`src/rtl/uart_intr_ctrl.sv`:
```
// UART interrupt controller: sticky RX line errors, IER, prioritised
// interrupt source selection with a 16550-style IIR and a registered host interrupt.
module uart_intr_ctrl #(
  parameter int          TIMEOUT  = 1024,
  parameter logic [15:0] IER_ADDR = 16'h0001,
  parameter logic [15:0] IIR_ADDR = 16'h0002,
  parameter logic [15:0] LSR_ADDR = 16'h0004,
  parameter logic [15:0] THR_ADDR = 16'h0000
) (
  input  logic        m_clk,
  input  logic        reset,
  input  logic [15:0] address,
  input  logic        wr_en,
  input  logic        rd_en,
  input  logic [7:0]  data_in,
  output logic [7:0]  data_out,
  input  logic        start_bit_error,
  input  logic        parity_bit_error,
  input  logic        framing_stop_error,
  input  logic        trigger_RX,
  input  logic        rd_empty_RX,
  input  logic        rx_push,
  input  logic        rx_pop,
  input  logic        rd_empty_TX,
  output logic [2:0]  err_sticky,
  output logic        intr
);

  localparam int CW = $clog2(TIMEOUT + 1);

  typedef enum logic [2:0] {
    ID_NONE,
    ID_LS,
    ID_RDA,
    ID_CTO,
    ID_THRE
  } id_t;

  id_t           cur_id;
  id_t           nxt_id;
  logic [3:0]    ier;
  logic          thre_pend;
  logic          tx_empty_q;
  logic [CW-1:0] tout_cnt;

  logic       ier_wr, thr_wr, lsr_rd, iir_rd, ier_rd;
  logic       cto;
  logic       thre_set, thre_clr;
  logic [2:0] err_in;
  logic       unused_data_bits;

  assign ier_wr = wr_en && (address == IER_ADDR);
  assign thr_wr = wr_en && (address == THR_ADDR);
  assign lsr_rd = rd_en && (address == LSR_ADDR);
  assign iir_rd = rd_en && (address == IIR_ADDR);
  assign ier_rd = rd_en && (address == IER_ADDR);

  assign err_in = {start_bit_error, parity_bit_error, framing_stop_error};
  assign cto    = (tout_cnt == CW'(TIMEOUT));

  // THRE arms on TX FIFO becoming empty, or when the host enables it while already empty.
  assign thre_set = (rd_empty_TX && !tx_empty_q) ||
                    (ier_wr && data_in[1] && !ier[1] && rd_empty_TX);
  assign thre_clr = thr_wr || (iir_rd && (cur_id == ID_THRE));

  assign unused_data_bits = ^data_in[7:4];

  function automatic logic [7:0] iir_code(input id_t id);
    case (id)
      ID_LS:   iir_code = 8'h06;
      ID_RDA:  iir_code = 8'h04;
      ID_CTO:  iir_code = 8'h0C;
      ID_THRE: iir_code = 8'h02;
      default: iir_code = 8'h01;
    endcase
  endfunction

  always_comb begin
    nxt_id = ID_NONE;
    if ((|err_sticky) && ier[2])  nxt_id = ID_LS;
    else if (trigger_RX && ier[0]) nxt_id = ID_RDA;
    else if (cto && ier[3])        nxt_id = ID_CTO;
    else if (thre_pend && ier[1])  nxt_id = ID_THRE;
  end

  always_ff @(posedge m_clk or negedge reset) begin
    if (!reset) begin
      ier        <= 4'h0;
      err_sticky <= 3'b000;
      thre_pend  <= 1'b0;
      tx_empty_q <= 1'b1;
      tout_cnt   <= '0;
    end else begin
      if (ier_wr) ier <= data_in[3:0];
      // A new error in the same cycle as the LSR read survives the clear.
      err_sticky <= (lsr_rd ? 3'b000 : err_sticky) | err_in;
      tx_empty_q <= rd_empty_TX;
      if (thre_set)      thre_pend <= 1'b1;
      else if (thre_clr) thre_pend <= 1'b0;
      if (rd_empty_RX || rx_push || rx_pop) tout_cnt <= '0;
      else if (!cto)                        tout_cnt <= tout_cnt + CW'(1);
    end
  end

  always_ff @(posedge m_clk or negedge reset) begin
    if (!reset) begin
      cur_id   <= ID_NONE;
      intr     <= 1'b0;
      data_out <= 8'h00;
    end else begin
      cur_id <= nxt_id;
      intr   <= (nxt_id != ID_NONE);
      if (iir_rd)      data_out <= iir_code(cur_id);
      else if (ier_rd) data_out <= {4'b0000, ier};
    end
  end

endmodule

```
`config.mk`:
```
export PLATFORM = sky130hd
export DESIGN_NAME = uart_intr_ctrl
export DESIGN_NICKNAME = d
export VERILOG_FILES = /design/src/rtl/uart_intr_ctrl.sv
export SDC_FILE = /design/constraint.sdc
export NUM_CORES = 1
export LEC_CHECK = 0
export ABC_AREA = 1
export CAP_MARGIN = 20
export CORE_ASPECT_RATIO = 2
export CORE_MARGIN = 1.5
export CORE_UTILIZATION = 49
export DETAILED_ROUTE_END_ITERATION = 10
export PLACE_DENSITY = 0.84
export SYNTH_ARGS = -nofsm -noshare
export SYNTH_HDL_FRONTEND = slang
export SYNTH_SLANG_ARGS = --single-unit
```
`constraint.sdc`:
```
create_clock -name m_clk -period 2.6 [get_ports m_clk]
set_input_delay 0.52 -clock m_clk [delete_from_list [all_inputs] [get_ports m_clk]]
set_output_delay 0.52 -clock m_clk [all_outputs]
set_load 0.03 [all_outputs]
```
==> results.toml, run 1 <==
[worst_setup_path]
crit_fanout = 3
worst_setup_path_end_kind = "output pin"
cpLargestDelayFamily = "buffers and inverters"
path_buf_inv = 1
arrival_ns = 1.34
r2r_cells = 8
crit_path_start_kind = "flip-flop"
required_ns = 2.08
path_depth = 1
crit_type = "reg -> out"
cpMaxStageDelayCell = "clkdlybuf4s50_1"
crit_chain = "clkdlybuf4s50_1"
cp_slowest_stage_delay_ns = 0.69

[logic_synthesis]
yosysSeqAreaShare = 0.4722
synth_cell_types = 26
syn_area_um2 = 1486
syn_inst = 185
syn_avg_cell_area_um2 = 8.035
ys_ff_latch = 28
ys.warnings.count = 0

[sta]
period_minus_slack_ns = 1.858
clock_skew_ns = 0.001598
maxSlewHeadroom = 0.6622
max_freq_mhz = 538.1
rsz0062_at_grt = "false"
post-route-period-util = 0.7147
tightest_slew_ns = 0.5024
slew_violations = 0
hold_violations = 0
setup_viol = 0
fin_tns_setup_ns = 0

[route]
dr.pass1.iters = 4
wl_per_cell_um = 12.20
drt_iter0_drc = 12
remaining_drc_errors = 0
num_vias = 1320
drt_wl_total_mm = 3.148
via_per_inst = 5.116
ant_nets = 0

[placed_design]
place_congestion = 0.8284
post-dp-hpwl_mm = 2.558
io_buffers = 39

[run]
maxCapViolCount = 0

[pwr]
switching_power_uw = 174.9
sw_frac_of_total = 0.2188
p_per_area_nw_per_um2 = 408.1
total_power_uw = 799.1
p_seq_frac = 0.552
ir_worst_vdd_mv = 0.3857
combinationalPowerShare = 0.115
cellLeakagePower_nw = 0.8772
intPower_uw = 624.3
p_clk_frac = 0.333

[clock_network]
clk_latency_ns = 0.27
root_buffer = "clkbuf_8"
cts_tree = "done"
cts_max_level = 1
ctsHoldBuffers = 0
post_cts_resized = 0
cts_setup_buffers = 0
cts_buffers = 3
path_clk_slew_ns = 0.09
clk_path_buf_depth = 2
cts_sinks = 28

[final_layout]
fin_nets = 267
antenna_cells = 0
layout_commonest_cell = "clkdlybuf4s50_1"
layout_common_cells = "39 x clkdlybuf4s50_1, 38 x nand2_1, 27 x dfrtp_1"
drive_above_1_share = 0.09211
fill_cells = 249
area_delta_synth_final_pct = 31.73

[die]
ios = 48
die_y_um = 80.89
dieArea_um2 = 3393
die_w_um = 41.95
start_util = 0.5112
coreArea_um2 = 2908
rows = 28

[grt]
use_met2 = 0.4281
grt_use_met1 = 0.1775
grt_pass1_vias = 1351
grt_pass1_wl_mm = 5.319
grt.total_usage = 0.2058
grt_max_degree = 29
grt-ovfl-total = 0
grt-busiest-layer = "met2"
antenna_found_initial = 0
grt_use_met3 = 0.03556

[worst_hold_path]
min_path_cells = 2
hold_class = "reg -> reg"

[run_status]
outcome = "finished, final reports clean"
cell families (layout without fill, tap and decap cells):
kind of cell | after synthesis | in the layout | share of synthesized area
AOI/OAI and AO/OA | 23 | 23 | 0.08418
xor gates and xnor gates | 2 | 2 | 0.01179
adders and majority gates | 2 | 2 | 0.01683
buffers and inverters | 26 | 66 | 0.07576
DFF | 28 | 28 | 0.4722
other | 1 | 4 | 0.002523
and+or+nand+nor | 103 | 103 | 0.3367
power groups by stage:
stage	registers (mW)	logic [mW]	clock network (mW)
CTS	0.441	0.0929	0.270
floorplan	0.449	0.0319	0
detailed placement	0.450	0.0925	0
global placement	0.449	0.0910	0
global route	0.442	0.101	0.283
finish	0.441	0.0920	0.266
path summary, 6_finish.rpt:
kind	end	start	slack (ns)
worst max-delay path	err_sticky[1]	err_sticky[1]$_DFF_PN0_	0.74
worst min register to register	data_out[2]$_DFFE_PN0P_	data_out[2]$_DFFE_PN0P_	0.49
worst max register to register	tout_cnt[10]$_DFFE_PN0P_	tout_cnt[1]$_DFFE_PN0P_	1.22
min in group asynchronous	tout_cnt[1]$_DFFE_PN0P_	reset	0.61
worst min-delay path	data_out[2]$_DFFE_PN0P_	data_out[2]$_DFFE_PN0P_	0.49
max in group asynchronous	tx_empty_q$_DFF_PN1_	reset	1.69
stage by stage:
stage | hold slack [ns] | utilization | std cells | setup WS, ns | area [um^2]
after CTS | 0.4974 | 0.6734 | 258 | 0.7354 | 1958
after detailed placement | 0.4758 | 0.6545 | 254 | 0.6437 | 1903
after global routing | 0.5385 | 0.6734 | 258 | 0.6903 | 1958
final | 0.4905 | 0.6734 | 258 | 0.7417 | 1958
after global placement | 0.4638 | 0.6545 | 254 | 0.6881 | 1903
after floorplan | 0.2244 | - | 188 | 1.261 | 1498
worst register-to-register path, cell delays in order, from the launching register on:
cell	delay, ns
dfrtp_1	0.39
ha_1	0.18
nand2_1	0.08
inv_2	0.08
nand2_2	0.07
nor3_4	0.19
nand2_1	0.10
xor2_1	0.14
nor2_1	0.08
final cells by class:
class                      instances  area (um^2)  area share
inverter                          22        82.58     0.04217
sequential                        28        701.9      0.3585
clock buffer                       4        55.05     0.02811
timing repair buffer              40        397.9      0.2032
tap                               30        37.54     0.01917
multi-input combinational        134        683.2      0.3489
synth_stat cells:
library cell / instances / share of area
a21o_1: 3 / 0.015
a21oi_1: 5 / 0.017
buf_4: 4 / 0.020
conb_1: 1 / 0.0025
dfrtp_1: 27 / 0.45
dfstp_2: 1 / 0.018
ha_1: 2 / 0.017
inv_1: 21 / 0.053
inv_2: 1 / 0.0025
nand2_1: 38 / 0.096
nand2_2: 5 / 0.021
nand3_1: 17 / 0.057
nand3_2: 1 / 0.0067
nand3b_1: 1 / 0.0051
nand4_1: 2 / 0.0084
nor2_1: 26 / 0.066
nor2_2: 3 / 0.013
nor2_4: 3 / 0.023
nor3_1: 3 / 0.010
nor3_4: 2 / 0.022
nor3b_1: 1 / 0.0051
o21ai_0: 12 / 0.040
o21ai_1: 2 / 0.0067
o31ai_1: 1 / 0.0051
or2_0: 1 / 0.0042
xor2_1: 2 / 0.012
state kept, by name (all words and copies together) (netlist names):
register    flops
thre_pend       1
cur_id          3
tout_cnt       11
intr            1
tx_empty_q      1
data_out        4
ier             4
err_sticky      3
routing by layer:
| metal | wire [um] | share of wire |
|---|---|---|
| met1 | 1082 | 0.34 |
| met2 | 1883 | 0.60 |
| met3 | 85 | 0.027 |
| met4 | 96 | 0.030 |
| met5 | 0 | 0 |
No activity file was read; power rests on OpenSTA's default activity.
==> run 2: changes to the inputs <==
--- a/config.mk
+++ b/config.mk
@@ -9,9 +9,9 @@
 export CAP_MARGIN = 20
 export CORE_ASPECT_RATIO = 2
 export CORE_MARGIN = 1.5
-export CORE_UTILIZATION = 49
+export CORE_UTILIZATION = 41
 export DETAILED_ROUTE_END_ITERATION = 10
-export PLACE_DENSITY = 0.84
+export PLACE_DENSITY = 0.75
 export SYNTH_ARGS = -nofsm -noshare
 export SYNTH_HDL_FRONTEND = slang
 export SYNTH_SLANG_ARGS = --single-unit
==> constraint.sdc (replaced) <==
create_clock -name m_clk -period 1.65 [get_ports m_clk]
set_input_delay 0.33 -clock m_clk [delete_from_list [all_inputs] [get_ports m_clk]]
set_output_delay 0.33 -clock m_clk [all_outputs]
set_load 0.03 [all_outputs]
==> run 2 against run 1 <==
  * Combinational power grew 64%
  * Clock skew up 0.00055 ns
  * Total power is 73% higher
  * Sequential share of layout area is 1.5 points lower
  * Clock power increased by 100%
  * Non-clock buffer count grew 5
  * Sequential cell count unchanged
  * Core utilization shrank 7.5 points
  * Cell count grew 8.9%
  * Clock-buffer cell count is 1 lower
  * Register-to-register slack worse by 0.96 ns
  * Worst setup slack got worse by 0.51 ns
  * Largest cell class unchanged
==> results.toml, run 2 (same netlist as run 1, synthesis figures left out) <==
[run_status]
outcome = "finished, final reports clean"

[worst_setup_path]
cpMaxStageDelayCell = "clkdlybuf4s50_1"
path_buf_inv = 3
crit_path_start_kind = "primary input"
worst_setup_path_end_kind = "flip-flop"
required_ns = 1.82
crit_type = "in -> reg"
crit_chain = "clkdlybuf4s50_1 > nand2_1 > inv_1 > nand3_1 > nor2_2 > nand2_2 > nand2_1 > inv_1 > nand2_1 > o21ai_1"
cp_common_cell = "nand2_1"
arrival_ns = 1.58
crit_fanout = 6
cp_slowest_stage_delay_ns = 0.53
cpLargestDelayFamily = "buffers and inverters"
r2r_slack_ns = 0.26

[clock_network]
clk_latency_ns = 0.27
cts_max_level = 1
clk_path_buf_depth = 2
ctsHoldBuffers = 0
root_buffer = "clkbuf_8"
cts_tree = "done"
cts_buffers = 3
path_clk_slew_ns = 0.10
cts_sinks = 28
cts_setup_buffers = 0

[route]
drt_iter0_drc = 17
num_vias = 1305
ant_nets = 0
via_per_inst = 4.644
wl_per_cell_um = 11.00
drt_wl_total_mm = 3.092
dr.pass1.iters = 4
remaining_drc_errors = 0

[final_layout]
fin_nets = 272
layout_common_cells = "38 x nand2_1, 31 x clkdlybuf4s50_1, 27 x dfrtp_1"
design_area_um2 = 2043
antenna_cells = 0
fin_util = 0.5982
layout_commonest_cell = "nand2_1"
top_register = "tout_cnt"
reg.largest.list = "tout_cnt x11, data_out x4, ier x4"
area_delta_synth_final_pct = 37.46
largest_reg_flops = 11
drive_above_1_share = 0.1116

[die]
dieArea_um2 = 4017
die_w_um = 45.58
die_y_um = 88.15
rows = 30
ios = 48
coreArea_um2 = 3416
start_util = 0.4352

[pwr]
p_clk_frac = 0.389
p_per_area_nw_per_um2 = 677.6
switching_power_uw = 283.7
p_seq_frac = 0.502
intPower_mw = 1.101
cellLeakagePower_nw = 0.9760
sw_frac_of_total = 0.2049
combinationalPowerShare = 0.109
ir_worst_vdd_mv = 0.6655
total_power_mw = 1.384

[placed_design]
io_buffers = 39
place_congestion = 0.7677
dpl_cell_area_um2 = 1963
post-dp-hpwl_mm = 2.592

[sta]
hold-worst-slack_ns = 0.4134
rsz0062_at_grt = "false"
clock_skew_ns = 0.002151
hold_violations = 0
setup_viol = 0
slew_violations = 0
post-route-period-util = 0.8586
max_freq_mhz = 705.9
period_minus_slack_ns = 1.417

[grt]
grt_pass1_vias = 1340
grt.total_usage = 0.1809
grt_max_degree = 29
grt-ovfl-total = 0
grt_pass1_wl_mm = 5.375
antenna_found_initial = 0

[worst_hold_path]
hold_class = "in -> async"

[run]
maxCapViolCount = 0
## run 2: path summary, 6_finish.rpt
kind	from	end	cells after the start
setup / recovery	rd_en	data_out[0]$_DFFE_PN0P_	10
setup reg to reg	tout_cnt[0]$_DFFE_PN0P_	tout_cnt[10]$_DFFE_PN0P_	8
hold reg to reg	data_out[1]$_DFFE_PN0P_	data_out[1]$_DFFE_PN0P_	2
max in group asynchronous	reset	tx_empty_q$_DFF_PN1_	2
hold / removal	reset	tout_cnt[8]$_DFFE_PN0P_	2
min in group m_clk	data_out[1]$_DFFE_PN0P_	data_out[1]$_DFFE_PN0P_	2
## run 2: worst register-to-register path, delay by kind of cell, from the launching register on
| kind | cells | cell delay, ns |
|---|---|---|
| and+or+nand+nor | 5 | 0.52 |
| xor gates and xnor gates | 1 | 0.15 |
| adders and majority gates | 1 | 0.19 |
| buffers and inverters | 1 | 0.08 |
| DFF | 1 | 0.38 |
## run 2: power groups by stage
stage          Combinational (mW)  Clock, mW  Sequential, mW
6_report                    0.151      0.539           0.695
5_1_grt                     0.167      0.584           0.696
4_1_cts                     0.153      0.547           0.695
3_5_place_dp                0.153          0           0.708
3_3_place_gp                0.152          0           0.708
2_1_floorplan              0.0502          0           0.708
## run 2: stage by stage
stage / cells / setup WS (ns) / setup TNS, ns
finish: 281 / 0.2333 / 0
global route: 281 / 0.09763 / 0
CTS: 281 / 0.01288 / 0
detailed placement: 277 / -0.06193 / -0.2575
global placement: 277 / -0.05223 / -0.2215
floorplan: 188 / 0.4390 / 0
## run 2: metal layers
layer / GRT usage / part of all wire
met1: 0.1733 / 0.34
met2: 0.3636 / 0.62
met3: 0.02062 / 0.023
met4: 0.05615 / 0.016
met5: 0 / 0
## run 2: area by class of cell
type / instances / area [um^2]
multi-input combinational: 134 / 683.2
inverter: 22 / 82.58
clock buffer: 3 / 41.29
tap: 48 / 60.06
timing repair buffer: 45 / 444.2
fill: 318 / 1373
clock inverter: 1 / 30.03
sequential: 28 / 701.9
## run 2: what timing repair did
item	CTS	global route
setup endpoints to repair	3	5
gates resized for setup	3	5
cloned	0	0
